### config.mk
export PLATFORM = sky130hd
export DESIGN_NAME = reg_op_sequencer
export DESIGN_NICKNAME = d
export VERILOG_FILES = /design/src/rtl/reg_op_sequencer_pkg.sv /design/src/rtl/reg_op_sequencer_rd_wait_counter.sv /design/src/rtl/reg_op_sequencer.sv
export SDC_FILE = /design/constraint.sdc
export NUM_CORES = 1
export LEC_CHECK = 0
export ABC_AREA = 1
export CORE_ASPECT_RATIO = 1.1
export CORE_MARGIN = 4
export CORE_UTILIZATION = 53
export CTS_CLUSTER_DIAMETER = 30
export DETAILED_ROUTE_END_ITERATION = 7
export GPL_TIMING_DRIVEN = 1
export PLACE_DENSITY_LB_ADDON = 0.3
export REMOVE_ABC_BUFFERS = 1
export SETUP_SLACK_MARGIN = 0.2
export SKIP_LAST_GASP = 1
export SLEW_MARGIN = 20
export SYNTH_ARGS = -nofsm -noshare
export SYNTH_HDL_FRONTEND = slang
export SYNTH_SLANG_ARGS = --single-unit
### constraint.sdc
create_clock -name clk -period 2.5 [get_ports clk]
set_input_delay 0.5 -clock clk [delete_from_list [all_inputs] [get_ports clk]]
set_output_delay 0.5 -clock clk [all_outputs]
set_load 0.005 [all_outputs]
### src/rtl/reg_op_sequencer_pkg.sv
// Shared types for the register/ALU operation sequencer: opcodes, ALU modes and FSM states.
// The package keeps the name BusTypes so existing control-unit code can import it unchanged.
package BusTypes;

    typedef enum logic [3:0] {
        OP_CMOV = 4'd0,
        OP_ADD  = 4'd3,
        OP_MUL  = 4'd4,
        OP_DIV  = 4'd5,
        OP_NAND = 4'd6
    } opcode_e;

    localparam logic [1:0] ALU_ADD  = 2'b00;
    localparam logic [1:0] ALU_MUL  = 2'b01;
    localparam logic [1:0] ALU_DIV  = 2'b10;
    localparam logic [1:0] ALU_NAND = 2'b11;

    typedef enum logic [2:0] {
        S_IDLE,
        S_RD_B,
        S_RD_C,
        S_EXEC,
        S_WRITE_A,
        S_DONE,
        S_FAULT
    } seq_state_e;

    function automatic logic [1:0] alu_mode_of(input logic [3:0] op);
        case (op)
            OP_MUL:  alu_mode_of = ALU_MUL;
            OP_DIV:  alu_mode_of = ALU_DIV;
            OP_NAND: alu_mode_of = ALU_NAND;
            default: alu_mode_of = ALU_ADD;
        endcase
    endfunction

endpackage

### src/rtl/reg_op_sequencer_rd_wait_counter.sv
// Clearable up-counter with a terminal-count flag; times both register reads and the ALU watchdog.
module rd_wait_counter #(
    parameter int CNT_W = 4
) (
    input  logic             clk,
    input  logic             init_n,
    input  logic             clear,
    input  logic             enable,
    input  logic [CNT_W-1:0] terminal,
    output logic [CNT_W-1:0] count,
    output logic             tc
);

    always_ff @(posedge clk or negedge init_n) begin
        if (!init_n) begin
            count <= '0;
        end else if (clear) begin
            count <= '0;
        end else if (enable) begin
            count <= count + CNT_W'(1);
        end
    end

    assign tc = enable && (count == terminal);

endmodule

### src/rtl/reg_op_sequencer.sv
// Sequencer for cmov/add/mul/div/nand between the control unit, the register file and a multi-cycle ALU.
// All outputs are registered; they are set on the transition into the state that owns them.
module reg_op_sequencer
    import BusTypes::*;
#(
    parameter int WIDTH       = 32,
    parameter int REG_SEL_W   = 3,
    parameter int REG_RD_LAT  = 1,
    parameter int ALU_TIMEOUT = 64
) (
    input  logic                 clk,
    input  logic                 init_n,
    input  logic                 start,
    input  logic [3:0]           opcode,
    input  logic [REG_SEL_W-1:0] reg_a,
    input  logic [REG_SEL_W-1:0] reg_b,
    input  logic [REG_SEL_W-1:0] reg_c,
    input  logic [WIDTH-1:0]     reg_rdata,
    output logic [REG_SEL_W-1:0] reg_sel,
    output logic                 reg_we,
    output logic [WIDTH-1:0]     reg_wdata,
    output logic [WIDTH-1:0]     alu_x,
    output logic [WIDTH-1:0]     alu_y,
    output logic [1:0]           alu_mode,
    output logic                 alu_req,
    input  logic                 alu_ack,
    input  logic [WIDTH-1:0]     alu_result,
    output logic                 busy,
    output logic                 done,
    output logic                 fault
);

    localparam int CNT_MAX = (ALU_TIMEOUT > REG_RD_LAT) ? ALU_TIMEOUT : REG_RD_LAT;
    localparam int CNT_W   = $clog2(CNT_MAX + 1);

    seq_state_e           state;
    logic [3:0]           op_q;
    logic [REG_SEL_W-1:0] a_q;
    logic [REG_SEL_W-1:0] b_q;
    logic [REG_SEL_W-1:0] c_q;
    logic [WIDTH-1:0]     b_val;

    logic             cnt_en;
    logic             cnt_clr;
    logic             cnt_tc;
    logic [CNT_W-1:0] cnt_term;
    logic [CNT_W-1:0] cnt_val;

    // The counter restarts whenever the current state is left, so each read or EXEC starts at zero.
    assign cnt_en   = (state == S_RD_B) || (state == S_RD_C) || (state == S_EXEC);
    assign cnt_clr  = !cnt_en || cnt_tc || ((state == S_EXEC) && alu_ack);
    assign cnt_term = (state == S_EXEC) ? CNT_W'(ALU_TIMEOUT - 1) : CNT_W'(REG_RD_LAT);

    rd_wait_counter #(
        .CNT_W(CNT_W)
    ) u_wait (
        .clk     (clk),
        .init_n  (init_n),
        .clear   (cnt_clr),
        .enable  (cnt_en),
        .terminal(cnt_term),
        .count   (cnt_val),
        .tc      (cnt_tc)
    );

    always_ff @(posedge clk or negedge init_n) begin
        if (!init_n) begin
            state     <= S_IDLE;
            op_q      <= '0;
            a_q       <= '0;
            b_q       <= '0;
            c_q       <= '0;
            b_val     <= '0;
            reg_sel   <= '0;
            reg_we    <= 1'b0;
            reg_wdata <= '0;
            alu_x     <= '0;
            alu_y     <= '0;
            alu_mode  <= '0;
            alu_req   <= 1'b0;
            busy      <= 1'b0;
            done      <= 1'b0;
            fault     <= 1'b0;
        end else begin
            reg_we <= 1'b0;
            done   <= 1'b0;
            fault  <= 1'b0;
            case (state)
                S_IDLE: begin
                    if (start) begin
                        op_q <= opcode;
                        a_q  <= reg_a;
                        b_q  <= reg_b;
                        c_q  <= reg_c;
                        busy <= 1'b1;
                        case (opcode)
                            OP_CMOV: begin
                                state   <= S_RD_C;
                                reg_sel <= reg_c;
                            end
                            OP_ADD, OP_MUL, OP_DIV, OP_NAND: begin
                                state   <= S_RD_B;
                                reg_sel <= reg_b;
                            end
                            default: begin
                                state <= S_FAULT;
                                done  <= 1'b1;
                                fault <= 1'b1;
                            end
                        endcase
                    end
                end
                S_RD_B: begin
                    if (cnt_tc) begin
                        b_val <= reg_rdata;
                        if (op_q == OP_CMOV) begin
                            state     <= S_WRITE_A;
                            reg_sel   <= a_q;
                            reg_we    <= 1'b1;
                            reg_wdata <= reg_rdata;
                        end else begin
                            state   <= S_RD_C;
                            reg_sel <= c_q;
                        end
                    end
                end
                S_RD_C: begin
                    if (cnt_tc) begin
                        if (op_q == OP_CMOV) begin
                            if (reg_rdata == '0) begin
                                state <= S_DONE;
                                done  <= 1'b1;
                            end else begin
                                state   <= S_RD_B;
                                reg_sel <= b_q;
                            end
                        end else if ((op_q == OP_DIV) && (reg_rdata == '0)) begin
                            state <= S_FAULT;
                            done  <= 1'b1;
                            fault <= 1'b1;
                        end else begin
                            state    <= S_EXEC;
                            alu_req  <= 1'b1;
                            alu_x    <= b_val;
                            alu_y    <= reg_rdata;
                            alu_mode <= alu_mode_of(op_q);
                        end
                    end
                end
                S_EXEC: begin
                    if (alu_ack) begin
                        state     <= S_WRITE_A;
                        alu_req   <= 1'b0;
                        reg_sel   <= a_q;
                        reg_we    <= 1'b1;
                        reg_wdata <= alu_result;
                    end else if (cnt_tc) begin
                        state   <= S_FAULT;
                        alu_req <= 1'b0;
                        done    <= 1'b1;
                        fault   <= 1'b1;
                    end
                end
                S_WRITE_A: begin
                    state <= S_DONE;
                    done  <= 1'b1;
                end
                S_DONE, S_FAULT: begin
                    state <= S_IDLE;
                    busy  <= 1'b0;
                end
                default: begin
                    state <= S_IDLE;
                    busy  <= 1'b0;
                end
            endcase
        end
    end

endmodule

==> results of run 1 <==
==> power groups by stage <==
stage	registers [W]	clock network, W	logic (W)
floorplan	0.00444	0	0.00219
global placement	0.00441	0	0.00471
detailed placement	0.00445	0	0.00484
CTS	0.00443	0.00259	0.00491
global route	0.00458	0.00272	0.00536
finish	0.00443	0.00257	0.00484
==> per-layer routing <==
metal | vias to the layer above | share of wire (%)
met1 | 2973 | 41
met5 | - | 0
met3 | 36 | 5.0
met4 | 0 | 2.4
li1 | 3021 | -
met2 | 200 | 52
==> flip-flops by register name, summed over array words and instances (netlist names) <==
name / flops
alu_y: 32
b_val: 32
done: 1
c_q: 3
alu_x: 32
reg_we: 1
op_q: 4
fault: 1
state: 3
alu_mode: 2
alu_req: 1
reg_wdata: 32
b_q: 3
busy: 1
a_q: 3
reg_sel: 3
u_wait.count: 7
==> cells by family (layout without fill, tap and decap cells) <==
group,count (synthesis),after routing,synth area share (%)
fa+ha+maj,1,1,0.175
buf+inv,90,306,6.20
compound gates,100,100,8.50
simple gates,451,451,25.5
mux,20,20,2.86
xor+xnor,3,3,0.368
flops,161,161,56.4
==> how the worst max path moves through the flow <==
stage	end	slack [ns]
after floorplan	alu_mode[0]$_DFFE_PN0P_	-1.43
after global placement	alu_y[31]$_DFFE_PN0P_	0.13
after detailed placement	alu_x[9]$_DFFE_PN0P_	0.04
after CTS	b_val[16]$_DFFE_PN0P_	0.44
after global routing	b_val[15]$_DFFE_PN0P_	0.26
final	reg_wdata[24]$_DFFE_PN0P_	0.42
==> synth_stat cells (all sizes together) <==
library cell  count  area share, %
o21ai            81            6.9
nor2             45            2.8
xnor2             1           0.12
o21bai            1           0.11
and3              1          0.088
mux2i            17            2.4
xor2              2           0.25
dfrtp           161             56
buf              28            2.9
ha                1           0.18
inv              53            2.8
a22oi             3           0.32
nor3              5           0.35
clkbuf            9           0.47
a21oi            11           0.77
nand2           357             19
nor3b             1           0.11
nand3            38            2.8
o211ai            4           0.42
nand4             3           0.35
or2               1          0.088
mux2              3           0.47
==> worst register-to-register path, cell delays in order (launching register included) <==
cell and delay, ns:
dfrtp_1 0.49, inv_1 0.15, nand3_1 0.17, inv_1 0.24
a21oi_1 0.14, or2_2 0.34, buf_12 0.22, nand2_1 0.17
o21ai_2 0.05
==> cell type report <==
type | count | area, µm² | share of cell area (%)
tap | 161 | 201 | 2.03
sequential | 161 | 4030 | 40.6
inverter | 53 | 199 | 2.00
clock inverter | 9 | 108 | 1.08
clock buffer | 21 | 480 | 4.84
multi-input combinational | 575 | 2680 | 27.0
timing repair buffer | 223 | 2230 | 22.5
==> stage by stage <==
step | power [W] | TNS [ns] | instance area (µm²)
6_report | 0.0118 | 0 | 9920
5_1_grt | 0.0127 | 0 | 9920
4_1_cts | 0.0119 | 0 | 9920
3_5_place_dp | 0.00929 | 0 | 9340
3_3_place_gp | 0.00913 | 0 | 9340
2_1_floorplan | 0.00662 | -119.97 | 6900
==> cells in the final DEF, fill, tap and decap left out, types with 2 or more instances in the layout <==
| cell | n |
|---|---|
| a21oi_1 | 11 |
| a22oi_1 | 3 |
| buf_12 | 7 |
| buf_4 | 30 |
| bufinv_16 | 2 |
| clkbuf_16 | 17 |
| clkbuf_8 | 4 |
| clkdlybuf4s50_1 | 185 |
| clkinv_2 | 3 |
| clkinv_4 | 2 |
| clkinvlp_4 | 2 |
| dfrtp_1 | 161 |
| inv_1 | 51 |
| inv_2 | 2 |
| mux2_2 | 3 |
| mux2i_1 | 17 |
| nand2_1 | 354 |
| nand2_2 | 2 |
| nand3_1 | 37 |
| nand4_1 | 2 |
| nor2_1 | 41 |
| nor2_4 | 2 |
| nor3_1 | 5 |
| o211ai_1 | 4 |
| o21ai_0 | 38 |
| o21ai_1 | 20 |
| o21ai_2 | 23 |
| xor2_1 | 2 |
==> run metrics, run 1 <==
status finished, final reports clean; synth unique cells 34; unrepaired setup endpoints after global routing no; remaining global-route overflow 0; met3 GRT Util 5.20%; Mapped Cells 826; WL final 18,800 µm; largest net degree at the start of global routing 66; Critical Path RT 2.80 ns; f_max 0.481 GHz; Crit. End Element register; max incr delay on CP 0.49 ns; YS warnings 0; Mean Syn Cell Area 8.65 µm²; post-route minimum period 2.08 ns; Die X 119 µm; PortBufs 186; GRT Total Usage 25.1%; FF-to-FF setup slack 0.42 ns; Pint 0.00778 W; number of antenna diodes 0; CTS tree done; Max IR drop VDD 0.743 mV; FF-to-FF path depth 8; Worst Path Arrival 2.38 ns; top cell family by delay on the critical path simple AND/OR/NAND/NOR gates; FP Rows 44; Inst Count DP 1,173; detailed-placement wirelength estimate 13,200 µm; via/cell ratio 5.18; Worst slew margin 57.4%; worst hold slack 0.0678 ns; worst-path cell chain inv_1 > nand3_1 > inv_1 > a21oi_1 > or2_2 > buf_12 > nand2_1 > o21ai_2; pwr/cell area 1190 nW/µm²; Core Area 13,200 µm²; DR pass1 iterations 5; Layout Area Growth over Synthesis 38.9%; most frequent CP cell inv_1; Gate power share 40.9%; Hold Path Class input pin to async pin; worst skew pair latency 0.42 ns; Sink Count 161; Tcrit/Tclk final 83.2%; Inserted Clock Buffers 17; post-synth design cell area 7140 µm²; vias in the first global route 6,031; starting density of the core 54.1%; stages on the worst setup path 8; fillers 960; Crit. Startpoint state[2]$_DFFE_PN0P_; # setup viols final 0; crit path buf inv count 3; Seq/Total Area, Yosys 56.4%; routability congestion estimate 0.910; GR Util met2 43.5%; max-slew violations 0; met1 usage 31.6%; Worst Slack Setup Final 0.421 ns; Fin. Hold Viols 0; gr busiest metal met2; final setup skew 0.00779 ns; # DRC 0; I/O Pins 187; layout cell share with drive strength beyond 1 10.2%; slowest CP cell dfrtp_1; cts repair resizes 0; dpl ws 0.0409 ns; max-cap violation count 0; post-route ant nets 0; reg2reg end reg_wdata[24]$_DFFE_PN0P_; htree depth 4; Sw Pwr 0.00405 W; Sw Share 34.2%; # hold bufs at CTS 0; first-pass GRT wire length 30,700 µm; Least-Margin Pin Slew 0.636 ns; nets 1,113; reg2reg start state[2]$_DFFE_PN0P_; final core utilization 75.1%; sequential power share 37.4%; Pleak 4.90 nW; Clock power frac 21.7%; flops & latches, synth 161; startpoint types register; Setup Fix Bufs, Post-CTS 0; Die H 130 µm; root buf cell clkbuf_16; clk buf depth 2; number of antenna violations at the first check in global routing 0; Worst Path Max Fanout 65; CTS clk-pin slew, worst paths 0.06 ns; via count 6,230; wire per inst 15.7 µm; total die area 15,400 µm²; Initial DRC Count 478; Final Non-Filler Cells 1,203; critical path type register to register
Power figures use the tool's default switching activity.
==> run 2, diff against run 1 <==
--- a/config.mk
+++ b/config.mk
@@ -8,7 +8,7 @@
 export ABC_AREA = 1
 export CORE_ASPECT_RATIO = 1.1
 export CORE_MARGIN = 4
-export CORE_UTILIZATION = 53
+export CORE_UTILIZATION = 49
 export CTS_CLUSTER_DIAMETER = 30
 export DETAILED_ROUTE_END_ITERATION = 7
 export GPL_TIMING_DRIVEN = 1
==> constraint.sdc (replaced) <==
create_clock -name clk -period 2.15 [get_ports clk]
set_input_delay 0.43 -clock clk [delete_from_list [all_inputs] [get_ports clk]]
set_output_delay 0.43 -clock clk [all_outputs]
set_load 0.005 [all_outputs]
==> run metrics, run 2 (synthesized netlist as in run 1, its figures left out) <==
dpl ws -0.258 ns (-0.299 ns); first-pass GRT wire length 30,400 µm (-1.0%); wire per inst 15.5 µm (-1.1%); Worst Path Max Fanout 20 (-69%); WL met3 1080 µm (+15%); via/cell ratio 4.97 (-4.1%); Crit. End Element register; f_max 0.545 GHz (+13%); fillers 1,083 (+13%); Max IR drop VDD 0.679 mV (-8.7%); fin area 10,200 µm² (+3.1%); Layout Area Growth over Synthesis 43.2%; Worst Slack Setup Final 0.315 ns (-0.106 ns); max-cap violation count 0 (unchanged); Inst Count DP 1,222 (+4.2%); status finished, final reports clean; Hold Path Class register to register; wire length on met1 8100 µm (+5.3%); detailed-placement wirelength estimate 13,300 µm (+1.1%); Critical Path RT 2.46 ns (-0.34 ns); PortBufs 186 (unchanged); Die H 135 µm (+3.8%); layout cell share with drive strength beyond 1 12.9% (+2.8 points); Placed Instance Area 9500 µm² (+1.7%); routability congestion estimate 0.854 (-6.2%); commonest non-fill, non-tap cell in the layout nand2_1; Worst slew margin 63.1% (+5.6 points); I/O Pins 187 (unchanged); unrepaired setup endpoints after global routing yes; nets 1,138 (+2.2%); Worst Path Arrival 2.15 ns (-0.23 ns); FP Rows 46 (+4.5%); multi-input logic area 2700 µm² (+0.84%); htree depth 4 (unchanged); setup TNS 0 ns (unchanged); top routing layer in use met4; max-slew violations 0 (unchanged); wire length on met2 9960 µm (+2.2%); vias in the first global route 6,040 (+0.15%); largest net degree at the start of global routing 55 (-17%); GRT Total Usage 23.6% (-1.5 points); clk buf depth 2 (unchanged); # setup viols final 0 (unchanged); starting density of the core 49.8% (-4.2 points); CTS clk-pin slew, worst paths 0.06 ns (about the same); most frequent cells in the layout nand2_1 (352), clkdlybuf4s50_1 (185), dfrtp_1 (160), inv_1 (51), buf_4 (49); total die area 16,600 µm² (+7.6%); number of antenna diodes 0 (unchanged); Pleak 5.05 nW (+3.0%); root buf cell clkbuf_16; startpoint types register; CTS tree done; pwr/cell area 1370 nW/µm² (+15%); final setup skew 0.00775 ns (-0.0000397 ns); DR pass1 iterations 5 (unchanged); post-route ant nets 0 (unchanged); # DRC 0 (unchanged); via count 6,254 (+0.39%); Fin. Hold Viols 0 (unchanged); WL final 19,500 µm (+3.5%); Inserted Clock Buffers 17 (unchanged); post-route minimum period 1.84 ns (-0.244 ns); Least-Margin Pin Slew 0.551 ns (-0.0842 ns); FF+latch area 4030 µm² (about the same); Sink Count 161 (unchanged); worst skew pair latency 0.42 ns (about the same); number of antenna violations at the first check in global routing 0 (unchanged); remaining global-route overflow 0 (unchanged); critical path type register to register; Core Area 14,300 µm² (+8.5%); Initial DRC Count 604 (+26%); Final Non-Filler Cells 1,259 (+4.7%); Tcrit/Tclk final 85.4% (+2.2 points); Die X 123 µm (+3.7%)
==> run 2: cell type report <==
class	instances	area share [%]
sequential	161	39.4
multi-input combinational	575	26.4
timing repair buffer	248	24.1
clock buffer	19	4.43
tap	192	2.35
inverter	53	1.99
clock inverter	11	1.36
==> run 2: path summary, 6_finish.rpt <==
kind | from | endpoint | slack [ns] | depth (start not counted)
worst max-delay path | state[2]$_DFFE_PN0P_ | alu_x[8]$_DFFE_PN0P_ | 0.31 | 8
min in group asynchronous | init_n | alu_x[26]$_DFFE_PN0P_ | 0.50 | 2
worst max register to register | state[2]$_DFFE_PN0P_ | alu_x[8]$_DFFE_PN0P_ | 0.31 | 8
worst min-delay path | alu_x[15]$_DFFE_PN0P_ | alu_x[15]$_DFFE_PN0P_ | 0.47 | 2
max in group asynchronous | init_n | state[0]$_DFFE_PN0P_ | 1.00 | 3
worst min register to register | alu_x[15]$_DFFE_PN0P_ | alu_x[15]$_DFFE_PN0P_ | 0.47 | 2
==> run 2: critical path, cell delays in order, from the launching register on <==
cell       delay [ns]
dfrtp_1          0.43
buf_4            0.18
nor2_1           0.22
nand4_2          0.20
nor2_4           0.23
clkinv_4         0.14
clkbuf_16        0.21
nand2_1          0.08
nand2_1          0.04
==> run 2: layer usage <==
| layer | track usage, % | up-vias |
|---|---|---|
| li1 | - | 3066 |
| met5 | 0 | - |
| met1 | 29.8 | 2968 |
| met3 | 4.61 | 32 |
| met2 | 40.8 | 188 |
| met4 | 7.88 | 0 |
==> run 2: timing repair <==
action / CTS / global route
cloned: 0 / 2
endpoints found under the setup margin: 36 / 111
hold buffers: 1 / 0
buffers inserted: 2 / 2
gates resized for setup: 1 / 14
pin swaps: 1 / 3
endpoints found under the hold margin: 41 / 0
==> run 2: report_power, final <==
part           switching, W  internal, W
logic               0.00285      0.00298
clock network       0.00118      0.00186
registers          0.000761      0.00440
total               0.00479      0.00924
==> run 2: metrics by stage <==
stage               util, %  total power, W  hold slack, ns
floorplan                 -         0.00770           0.134
global placement       66.3          0.0107           0.386
detailed placement     66.3          0.0109           0.382
CTS                    70.6          0.0140           0.471
global route           71.4          0.0150           0.488
finish                 71.4          0.0140           0.468
